<file path="config.mk">
export PLATFORM = sky130hd
export DESIGN_NAME = vmem_rect_fill
export DESIGN_NICKNAME = d
export VERILOG_FILES = /design/src/rtl/vmem_rect_fill_pkg.sv /design/src/rtl/rect_addr_step.sv /design/src/rtl/vmem_rect_fill.sv
export SDC_FILE = /design/constraint.sdc
export NUM_CORES = 1
export LEC_CHECK = 0
export BUFFER_PORTS_ARGS = -buffer_cell sky130_fd_sc_hd__buf_2
export CORE_UTILIZATION = 35
export DETAILED_ROUTE_END_ITERATION = 16
export PLACE_DENSITY_LB_ADDON = 0.1
export SYNTH_ARGS = -nofsm -noshare
export SYNTH_HDL_FRONTEND = slang
export SYNTH_SLANG_ARGS = --single-unit
</file>
<file path="constraint.sdc">
create_clock -name clk_i -period 2.75 [get_ports clk_i]
set_input_delay 0.55 -clock clk_i [delete_from_list [all_inputs] [get_ports clk_i]]
set_output_delay 0.55 -clock clk_i [all_outputs]
set_load 0.01 [all_outputs]
</file>
<file path="src/rtl/vmem_rect_fill_pkg.sv">
// Shared constants for the vmem rectangle-fill engine: register map, CTRL/STATUS bit
// positions, FSM encoding and default framebuffer geometry.
package vmem_rect_fill_pkg;

  localparam int FB_W_DEF = 240;
  localparam int FB_H_DEF = 240;

  localparam logic [1:0] REG_CTRL   = 2'd0;
  localparam logic [1:0] REG_ORIGIN = 2'd1;
  localparam logic [1:0] REG_SIZE   = 2'd2;
  localparam logic [1:0] REG_COLOR  = 2'd3;

  localparam int CTRL_START_BIT = 0;
  localparam int CTRL_ABORT_BIT = 1;

  localparam int STAT_BUSY_BIT = 0;
  localparam int STAT_DONE_BIT = 1;
  localparam int STAT_CNT_LSB  = 16;

  typedef enum logic {
    ST_IDLE = 1'b0,
    ST_RUN  = 1'b1
  } state_e;

endpackage

</file>
<file path="src/rtl/rect_addr_step.sv">
// Raster x/y walker for the fill engine: latches (optionally clipped) geometry on load,
// steps row-major on advance and flags the last pixel. Clipping: VMEM_RECT_FILL_CLIP_EN.
module rect_addr_step
  import vmem_rect_fill_pkg::*;
#(
  parameter int FB_W = FB_W_DEF,
  parameter int FB_H = FB_H_DEF
) (
  input  logic        clk_i,
  input  logic        rst_ni,
  input  logic        load_i,
  input  logic        advance_i,
  input  logic [7:0]  x0_i,
  input  logic [7:0]  y0_i,
  input  logic [7:0]  w_i,
  input  logic [7:0]  h_i,
  output logic [15:0] addr_o,
  output logic        last_o,
  output logic        empty_o
);

  // The 9-bit datapath below only holds framebuffers up to 256 pixels per side.
  if (FB_W < 1 || FB_W > 256 || FB_H < 1 || FB_H > 256) begin : g_fb_range
    $error("rect_addr_step: FB_W and FB_H must be in 1..256");
  end

  logic [8:0] r_x0, r_x, r_y, r_xe, r_ye;
  logic [8:0] w_x0, w_y0, w_w, w_h, w_weff, w_heff;

  assign w_x0 = {1'b0, x0_i};
  assign w_y0 = {1'b0, y0_i};
  assign w_w  = {1'b0, w_i};
  assign w_h  = {1'b0, h_i};

`ifdef VMEM_RECT_FILL_CLIP_EN
  localparam logic [8:0] FB_W9 = 9'(FB_W);
  localparam logic [8:0] FB_H9 = 9'(FB_H);

  logic       w_off;
  logic [8:0] w_xroom, w_yroom;

  assign w_off   = (w_x0 >= FB_W9) || (w_y0 >= FB_H9);
  assign w_xroom = FB_W9 - w_x0;
  assign w_yroom = FB_H9 - w_y0;
  assign w_weff  = (w_w < w_xroom) ? w_w : w_xroom;
  assign w_heff  = (w_h < w_yroom) ? w_h : w_yroom;
  assign empty_o = w_off || (w_w == 9'd0) || (w_h == 9'd0);
`else
  assign w_weff  = w_w;
  assign w_heff  = w_h;
  assign empty_o = (w_w == 9'd0) || (w_h == 9'd0);
`endif

  always_ff @(posedge clk_i or negedge rst_ni) begin
    if (!rst_ni) begin
      r_x0 <= '0;
      r_x  <= '0;
      r_y  <= '0;
      r_xe <= '0;
      r_ye <= '0;
    end else if (load_i) begin
      r_x0 <= w_x0;
      r_x  <= w_x0;
      r_y  <= w_y0;
      r_xe <= w_x0 + w_weff - 9'd1;
      r_ye <= w_y0 + w_heff - 9'd1;
    end else if (advance_i) begin
      if (r_x == r_xe) begin
        r_x <= r_x0;
        r_y <= r_y + 9'd1;
      end else begin
        r_x <= r_x + 9'd1;
      end
    end
  end

  // Unclipped builds wrap naturally by dropping bit 8 of the internal coordinates.
  assign addr_o = {r_y[7:0], r_x[7:0]};
  assign last_o = (r_x == r_xe) && (r_y == r_ye);

endmodule

</file>
<file path="src/rtl/vmem_rect_fill.sv">
// Rectangle-fill engine ahead of vmem: config/status window, IDLE/RUN FSM and the
// CPU-priority vmem write mux. Optional clipping: VMEM_RECT_FILL_CLIP_EN.
module vmem_rect_fill
  import vmem_rect_fill_pkg::*;
#(
  parameter int FB_W = FB_W_DEF,
  parameter int FB_H = FB_H_DEF
) (
  input  logic        clk_i,
  input  logic        rst_ni,
  input  logic        cfg_we_i,
  input  logic [3:0]  cfg_addr_i,
  input  logic [31:0] cfg_wdata_i,
  output logic [31:0] cfg_rdata_o,
  input  logic        cpu_we_i,
  input  logic [15:0] cpu_waddr_i,
  input  logic [2:0]  cpu_wdata_i,
  output logic        vmem_we_o,
  output logic [15:0] vmem_waddr_o,
  output logic [2:0]  vmem_wdata_o,
  output logic        busy_o
);

  state_e      r_state, w_state_next;
  logic [15:0] r_origin, r_size, r_count;
  logic [2:0]  r_color;
  logic        r_done;
  logic [31:0] r_rdata, w_status;
  logic        w_ctrl_wr, w_start, w_abort, w_busy;
  logic        w_load, w_advance, w_eng_we, w_last, w_empty;
  logic [15:0] w_eng_addr;
  logic        w_unused;

  assign w_unused  = ^{cfg_addr_i[1:0], cfg_wdata_i[31:16]};
  assign w_busy    = (r_state == ST_RUN);
  assign w_ctrl_wr = cfg_we_i && (cfg_addr_i[3:2] == REG_CTRL);
  assign w_abort   = w_ctrl_wr && cfg_wdata_i[CTRL_ABORT_BIT];
  assign w_start   = w_ctrl_wr && cfg_wdata_i[CTRL_START_BIT] && !cfg_wdata_i[CTRL_ABORT_BIT];

  rect_addr_step #(
    .FB_W (FB_W),
    .FB_H (FB_H)
  ) u_step (
    .clk_i     (clk_i),
    .rst_ni    (rst_ni),
    .load_i    (w_load),
    .advance_i (w_advance),
    .x0_i      (r_origin[7:0]),
    .y0_i      (r_origin[15:8]),
    .w_i       (r_size[7:0]),
    .h_i       (r_size[15:8]),
    .addr_o    (w_eng_addr),
    .last_o    (w_last),
    .empty_o   (w_empty)
  );

  // The engine write depends only on registered state and cpu_we_i, so an ABORT
  // arriving in a RUN cycle still lets that cycle's pixel land and be counted.
  always_comb begin
    w_state_next = r_state;
    w_load       = 1'b0;
    w_advance    = 1'b0;
    w_eng_we     = 1'b0;
    case (r_state)
      ST_IDLE: begin
        if (w_start && !w_empty) begin
          w_state_next = ST_RUN;
          w_load       = 1'b1;
        end
      end
      ST_RUN: begin
        w_eng_we  = !cpu_we_i;
        w_advance = !cpu_we_i;
        if (w_abort || (!cpu_we_i && w_last)) begin
          w_state_next = ST_IDLE;
        end
      end
      default: w_state_next = ST_IDLE;
    endcase
  end

  always_comb begin
    w_status                                   = '0;
    w_status[STAT_BUSY_BIT]                    = w_busy;
    w_status[STAT_DONE_BIT]                    = r_done;
    w_status[STAT_CNT_LSB +: 16]               = r_count;
  end

  always_ff @(posedge clk_i or negedge rst_ni) begin
    if (!rst_ni) begin
      r_state  <= ST_IDLE;
      r_origin <= '0;
      r_size   <= '0;
      r_color  <= '0;
      r_done   <= 1'b0;
      r_count  <= '0;
      r_rdata  <= '0;
    end else begin
      r_state <= w_state_next;
      if (cfg_we_i && !w_busy) begin
        case (cfg_addr_i[3:2])
          REG_ORIGIN: r_origin <= cfg_wdata_i[15:0];
          REG_SIZE:   r_size   <= cfg_wdata_i[15:0];
          REG_COLOR:  r_color  <= cfg_wdata_i[2:0];
          default:    ;
        endcase
      end
      if (w_load) begin
        r_done  <= 1'b0;
        r_count <= '0;
      end else if (!w_busy && w_start) begin
        r_done  <= 1'b1;
        r_count <= '0;
      end else if (w_eng_we) begin
        r_count <= r_count + 16'd1;
        if (w_last && !w_abort) begin
          r_done <= 1'b1;
        end
      end
      r_rdata <= w_status;
    end
  end

  always_comb begin
    vmem_we_o    = 1'b0;
    vmem_waddr_o = '0;
    vmem_wdata_o = '0;
    if (cpu_we_i) begin
      vmem_we_o    = 1'b1;
      vmem_waddr_o = cpu_waddr_i;
      vmem_wdata_o = cpu_wdata_i;
    end else if (w_busy) begin
      vmem_we_o    = 1'b1;
      vmem_waddr_o = w_eng_addr;
      vmem_wdata_o = r_color;
    end
  end

  assign cfg_rdata_o = r_rdata;
  assign busy_o      = w_busy;

endmodule
</file>
=== Word level (Yosys, flattened, before mapping) ===
Index checks and enable logic that the tools add are counted.

* ROM bits: 0
* RAM bits: 0
* Logic and storage cells: 78
* Memories: 0
* Latch bits: 0
* Output and inout bits: 53
* Register bits after elaboration: 115
* Input port bits: 59

* Equality and inequality tests: 5
* Add/sub/neg operators: 7
* Div/mod/pow operators: 0
* $mul: 0
* Bitwise gates (word level): 1
* Reduce and logical (&&, ||, !) cells: 29
* Shift-type cells: 0
* Multiplexer cells: 24
* $lt $le $gt $ge: 0

{| class="wikitable"
|+ Operators by type and width
! cell !! count
|-
| 16-bit 2-to-1 mux || 5
|-
| 9-bit 2-to-1 mux || 6
|-
| 8-bit by 8-bit adder with 9-bit output || 2
|-
| 9-bit by 1-bit adder with 9-bit output (second input constant) || 2
|-
| 9-bit equality test || 2
|-
| 9-bit zero test || 2
|-
| 9-bit by 1-bit subtractor with 9-bit output (second input constant) || 2
|-
| 16-bit by 1-bit adder with 16-bit output (second input constant) || 1
|-
| 1-bit logical AND || 10
|-
| 1-bit 2-to-1 mux || 10
|-
| 2-bit AND reduction || 5
|-
| 3-bit 2-to-1 mux || 2
|-
| 3-bit nonzero test || 2
|-
| 1-bit zero test || 5
|-
| 2-bit equality test (second input constant) || 2
|-
| 2-bit nonzero test || 2
|-
| 2-bit by 1-bit equality test with 1-bit output (second input constant) || 1
|-
| 2-bit zero test || 1
|-
| 1-bit logical OR || 2
|-
| 1-bit one-hot mux with 2 select lines || 1
|-
| 1-bit NOT || 1
|}

=== Logic depth before layout (Yosys ltp) ===
* Depth in word-level cells: 9
* Mapped depth: 10

=== By module ===
From an unflattened synthesis, not the netlist that was laid out.

* Cells, all modules: 640
* Area total of the unflattened synthesis: 6648.9 um^2

{| class="wikitable"
|+ Modules (own cells, without submodules)
! module !! area each (um^2) !! instances !! sequential area each (um^2) !! cells each
|-
| rect_addr_step || 3544.6 || 1 || 1101.1 || 404
|-
| vmem_rect_fill || 3104.2 || 1 || 1776.7 || 236
|}

=== Worst setup path after synthesis ===
No wires, ideal clock.

* Path kind: flip-flop to flip-flop
* Start: register r_origin[1]
* End: register u_step.r_xe[7]
* Path slack: 0.584 ns
* Library setup time: 0.064 ns
* Required time: 2.686 ns
* Period minus slack after synthesis: 2.166 ns
* Buffers on the path: 0
* Cell stages (with the launch flop): 11
* Arrival time: 2.101 ns
* Cells stage by stage: dfrtp_1 inv_1 ha_1 inv_1 ha_1 fa_1 a21o_1 a21oi_1 or4b_2 a31oi_1 a21o_1

* Cells in the longest elaborated chain, start to end: 2

{| class="wikitable"
|+ Ends and longest elaborated chain
! item !! RTL line !! RTL
|-
| from (decl) || vmem_rect_fill.sv:25 || <nowiki>logic [15:0] r_origin, r_size, r_count;</nowiki>
|-
| from (signal assigned) || vmem_rect_fill.sv:102 || <nowiki>REG_ORIGIN: r_origin <= cfg_wdata_i[15:0];</nowiki>
|-
| 8-bit by 8-bit adder with 9-bit output || rect_addr_step.sv:65 || <nowiki>r_xe <= w_x0 + w_weff - 9'd1;</nowiki>
|-
| 9-bit by 1-bit subtractor with 9-bit output || rect_addr_step.sv:65 ||
|-
| to (signal assigned) || rect_addr_step.sv:65 ||
|-
| to (decl) || rect_addr_step.sv:27 || <nowiki>logic [8:0] r_x0, r_x, r_y, r_xe, r_ye;</nowiki>
|}

No other way between the ends.
A chain may end at the register's enable or synchronous reset.

=== Final worst setup path ===
* Start: register r_state (netlist: busy_o)
* End: output port vmem_wdata_o[1]

* Cells in the longest elaborated chain, start to end: 2

{| class="wikitable"
|+ Ends and longest elaborated chain
! item !! RTL line !! RTL
|-
| from (decl) || vmem_rect_fill.sv:24 || <nowiki>state_e r_state, w_state_next;</nowiki>
|-
| from (signal assigned) || vmem_rect_fill.sv:99 || <nowiki>r_state <= w_state_next;</nowiki>
|-
| 3-bit 2-to-1 mux || vmem_rect_fill.sv:132 || <nowiki>end else if (w_busy) begin</nowiki>
|-
| 3-bit 2-to-1 mux || vmem_rect_fill.sv:128 || <nowiki>if (cpu_we_i) begin</nowiki>
|-
| to (decl) || vmem_rect_fill.sv:20 || <nowiki>output logic [2:0] vmem_wdata_o,</nowiki>
|}

No other way between the ends.

==> impl_metrics.csv <==
group,metric,value,unit
timing,clock.fmax,397,MHz
worst_setup_path,endpoint_kind,"output pin",
finish,drive_gt1_frac,0.189,
die,design.core.area,17400,um2
timing,tns,0,ns
synthesis,synth_cells,685,
synthesis,ys_seq_elements,115,
outcome,status,"finished, final reports clean",
worst_setup_path,startpoint_type,"flop",
grt,grt-ovfl-total,0,
grt,grt_use_total,0.174,
synthesis,ys_types,57,
placement,port_buffers,79,
finish,finalNetCount,864,
die,ios,112,
hold_path,worstHoldPathType,"in -> async",
synthesis,syn_avg_cell_area,9.15,um2
power,ir_worst_vdd,506,uV
timing,setup_viol,0,
timing,hold_slack,0.141,ns
clock_tree,cts-root-buf,"clkbuf_16",
die,dieWidth,136,um
finish,syn2layout_area_growth,20.9,%
clock_tree,cts_max_level,4,
timing,setup_slack,0.233,ns
finish,num-fill-cells,1741,
timing,post-route-period-util,0.915,
timing,rsz0062_at_grt,"no",
timing,finalClockSkew,0.00609,ns
power,leakagePower,3.74,nW
power,p_per_area,1020,nW/um2
synthesis,synth_edf_count,0,
finish,n_antenna_cell,0,
grt,antenna_found_initial,0,
clock_tree,clockBufferDepth,2,
synthesis,synth_top_flop_cell,"dfrtp_1",
power,finalPower,7.71,mW
worst_setup_path,cp_cell_sequence,"buf_4 > nor2b_2 > a22o_1 > buf_2",
worst_setup_path,arrival,1.97,ns
clock_tree,path_clk_slew,0.05,ns
worst_setup_path,cp_slowest_cell,"dfrtp_1",
clock_tree,numCtsBuffers,17,
clock_tree,cts_setup_buffers,0,
finish,final_cells,1008,
worst_setup_path,startpoint,"busy_o$_DFF_PN0_",
die,fp-row-count,48,
worst_setup_path,path_class,"reg -> out",
clock_tree,cts_hold_buf,0,
grt,grt_max_degree,47,
worst_setup_path,r2r_start,"r_origin[10]$_DFFE_PN0P_",
timing,worstMarginPinSlew,0.644,ns
placement,pre_cts_ws,0.403,ns
timing,relSlewSlack,0.567,
synthesis,yosysSeqAreaShare,0.459,
timing,hold_viol_final,0,
placement,gp_congestion,0.813,
routing,totalWireLength,15000,um
routing,drtIter0Drc,270,
synthesis,mappedNetlistArea,6270,um2
routing,wl_per_cell,14.9,um
clock_tree,clock_sinks,115,
clock_tree,ctsResizeCount,0,
die,initial_core_util,0.360,
timing,period_needed,2.52,ns
worst_setup_path,worst-path-max-fanout,22,
routing,vias_per_cell,4.82,
timing,slew_violations,0,
worst_setup_path,crit_path_max_incr_delay,0.62,ns
job,maxCapViolCount,0,
routing,first_pass_iters,4,
clock_tree,cts_tree,"built",
grt,grt_pass1_vias,4652,
die,die_area,18500,um2
placement,dpl.cell_count,976,
grt,grt_pass1_wl,24200,um
worst_setup_path,crit_required,2.20,ns
synthesis,async_flop_share,1.00,
die,dieHeight,136,um
routing,vias,4861,
routing,antenna_left,0,
routing,drc,0,
synthesis,synth_warnings,0,
clock_tree,worst_skew_pair.late_latency,0.42,ns
placement,dp_hpwl,11200,um
## state kept, by name (all words and copies together) (netlist names)
signal and flops:
u_step.r_y 9, u_step.r_xe 9, cfg_rdata_o 18, u_step.r_ye 9
r_color 3, r_count 16, r_done 1, u_step.r_x 9
r_size 16, r_origin 16, u_step.r_x0 8, busy_o 1
## worst max-delay path, delay by kind of cell, from the launching register on
| family | cells | cell delay (ns) |
|---|---|---|
| flip-flops | 1 | 0.62 |
| AND/OR/NAND/NOR | 1 | 0.30 |
| buffers and inverters | 2 | 0.45 |
| AO/OA/AOI/OAI | 1 | 0.17 |
## Yosys cell counts, drive strengths merged (5+ instances only)
library cell  instances  area share
dfrtp               115        0.46
nand3                13       0.011
o21ai                77       0.061
mux2                  5      0.0090
clkbuf               19       0.011
nor3                  7      0.0074
nand4                11       0.013
nand2               128       0.077
ha                   33       0.066
xnor2                12       0.017
a21oi                14       0.011
mux2i                 5      0.0080
o211ai                8      0.0096
inv                  66       0.040
nor4                 11       0.014
buf                  25       0.028
and3                  5      0.0050
nor2b                 5      0.0050
xor2                 34       0.047
a31oi                 7      0.0070
nor2                 34       0.020
a22o                  5      0.0070
## cells by family after synthesis
logic type                 share of synthesized area
and+or+nand+nor                                0.189
muxes                                         0.0170
AOI/OAI and AO/OA                              0.120
xor gates and xnor gates                      0.0642
adders and majority gates                     0.0722
DFF                                            0.459
buffers and inverters                         0.0786
other                                       0.000598
## power by group
group | leakage (nW) | internal, mW | switching [mW] | total, mW
logic | 1.97 | 1.18 | 1.53 | 2.71
clock network | 0.288 | 1.52 | 0.825 | 2.34
registers | 1.48 | 2.17 | 0.489 | 2.66
## routing by layer
metal,global-route usage,up-vias,share of wire
met5,0,-,0
met3,0.0358,19,0.057
met4,0.0654,0,0.015
met1,0.258,2249,0.53
met2,0.246,147,0.40
li1,-,2446,-
## final timing paths
| kind | to | slack, ns | cells after the start |
|---|---|---|---|
| worst min register to register | cfg_rdata_o[1]$_DFF_PN0_ | 0.39 | 0 |
| max in group asynchronous | r_origin[11]$_DFFE_PN0P_ | 1.90 | 2 |
| worst max-delay path | vmem_wdata_o[1] | 0.23 | 4 |
| min in group clk_i | r_size[5]$_DFFE_PN0P_ | 0.35 | 3 |
| worst min-delay path | cfg_rdata_o[16]$_DFF_PN0_ | 0.14 | 1 |
| worst max register to register | u_step.r_ye[8]$_DFFE_PN0P_ | 0.35 | 9 |
## placed cells by master, fill, tap and decap left out, types with 4 or more instances in the layout
cell          n
nand2_1     128
dfrtp_1     115
buf_2        78
o21ai_0      77
inv_1        66
xor2_1       34
nor2_1       34
ha_1         33
clkbuf_16    17
buf_4        17
a21oi_1      14
conb_1       14
nand3_1      12
xnor2_1      12
nand4_1      10
nor4_1        9
o211ai_1      8
a31oi_1       7
nor3_1        6
clkinvlp_4    6
a22o_1        5
and3_1        5
mux2_2        5
mux2i_1       5
a21o_1        4
or3_1         4
nor2b_1       4
bufinv_16     4
clkinv_4      4
## cell type report
type	count	area (um2)	area share
Inverter	66	248	0.0327
Tap cell	225	282	0.0371
Clock inverter	15	209	0.0276
Clock buffer	17	425	0.0561
Multi-Input combinational cell	473	2980	0.393
Sequential cell	115	2880	0.380
Timing Repair Buffer	97	558	0.0736
## per-stage QoR
stage / util / cell area, um2
2_1_floorplan: - / 6320
4_1_cts: 0.435 / 7580
6_report: 0.435 / 7580
3_3_place_gp: 0.399 / 6940
5_1_grt: 0.435 / 7580
3_5_place_dp: 0.399 / 6940
(Power assumes the default switching activity.)
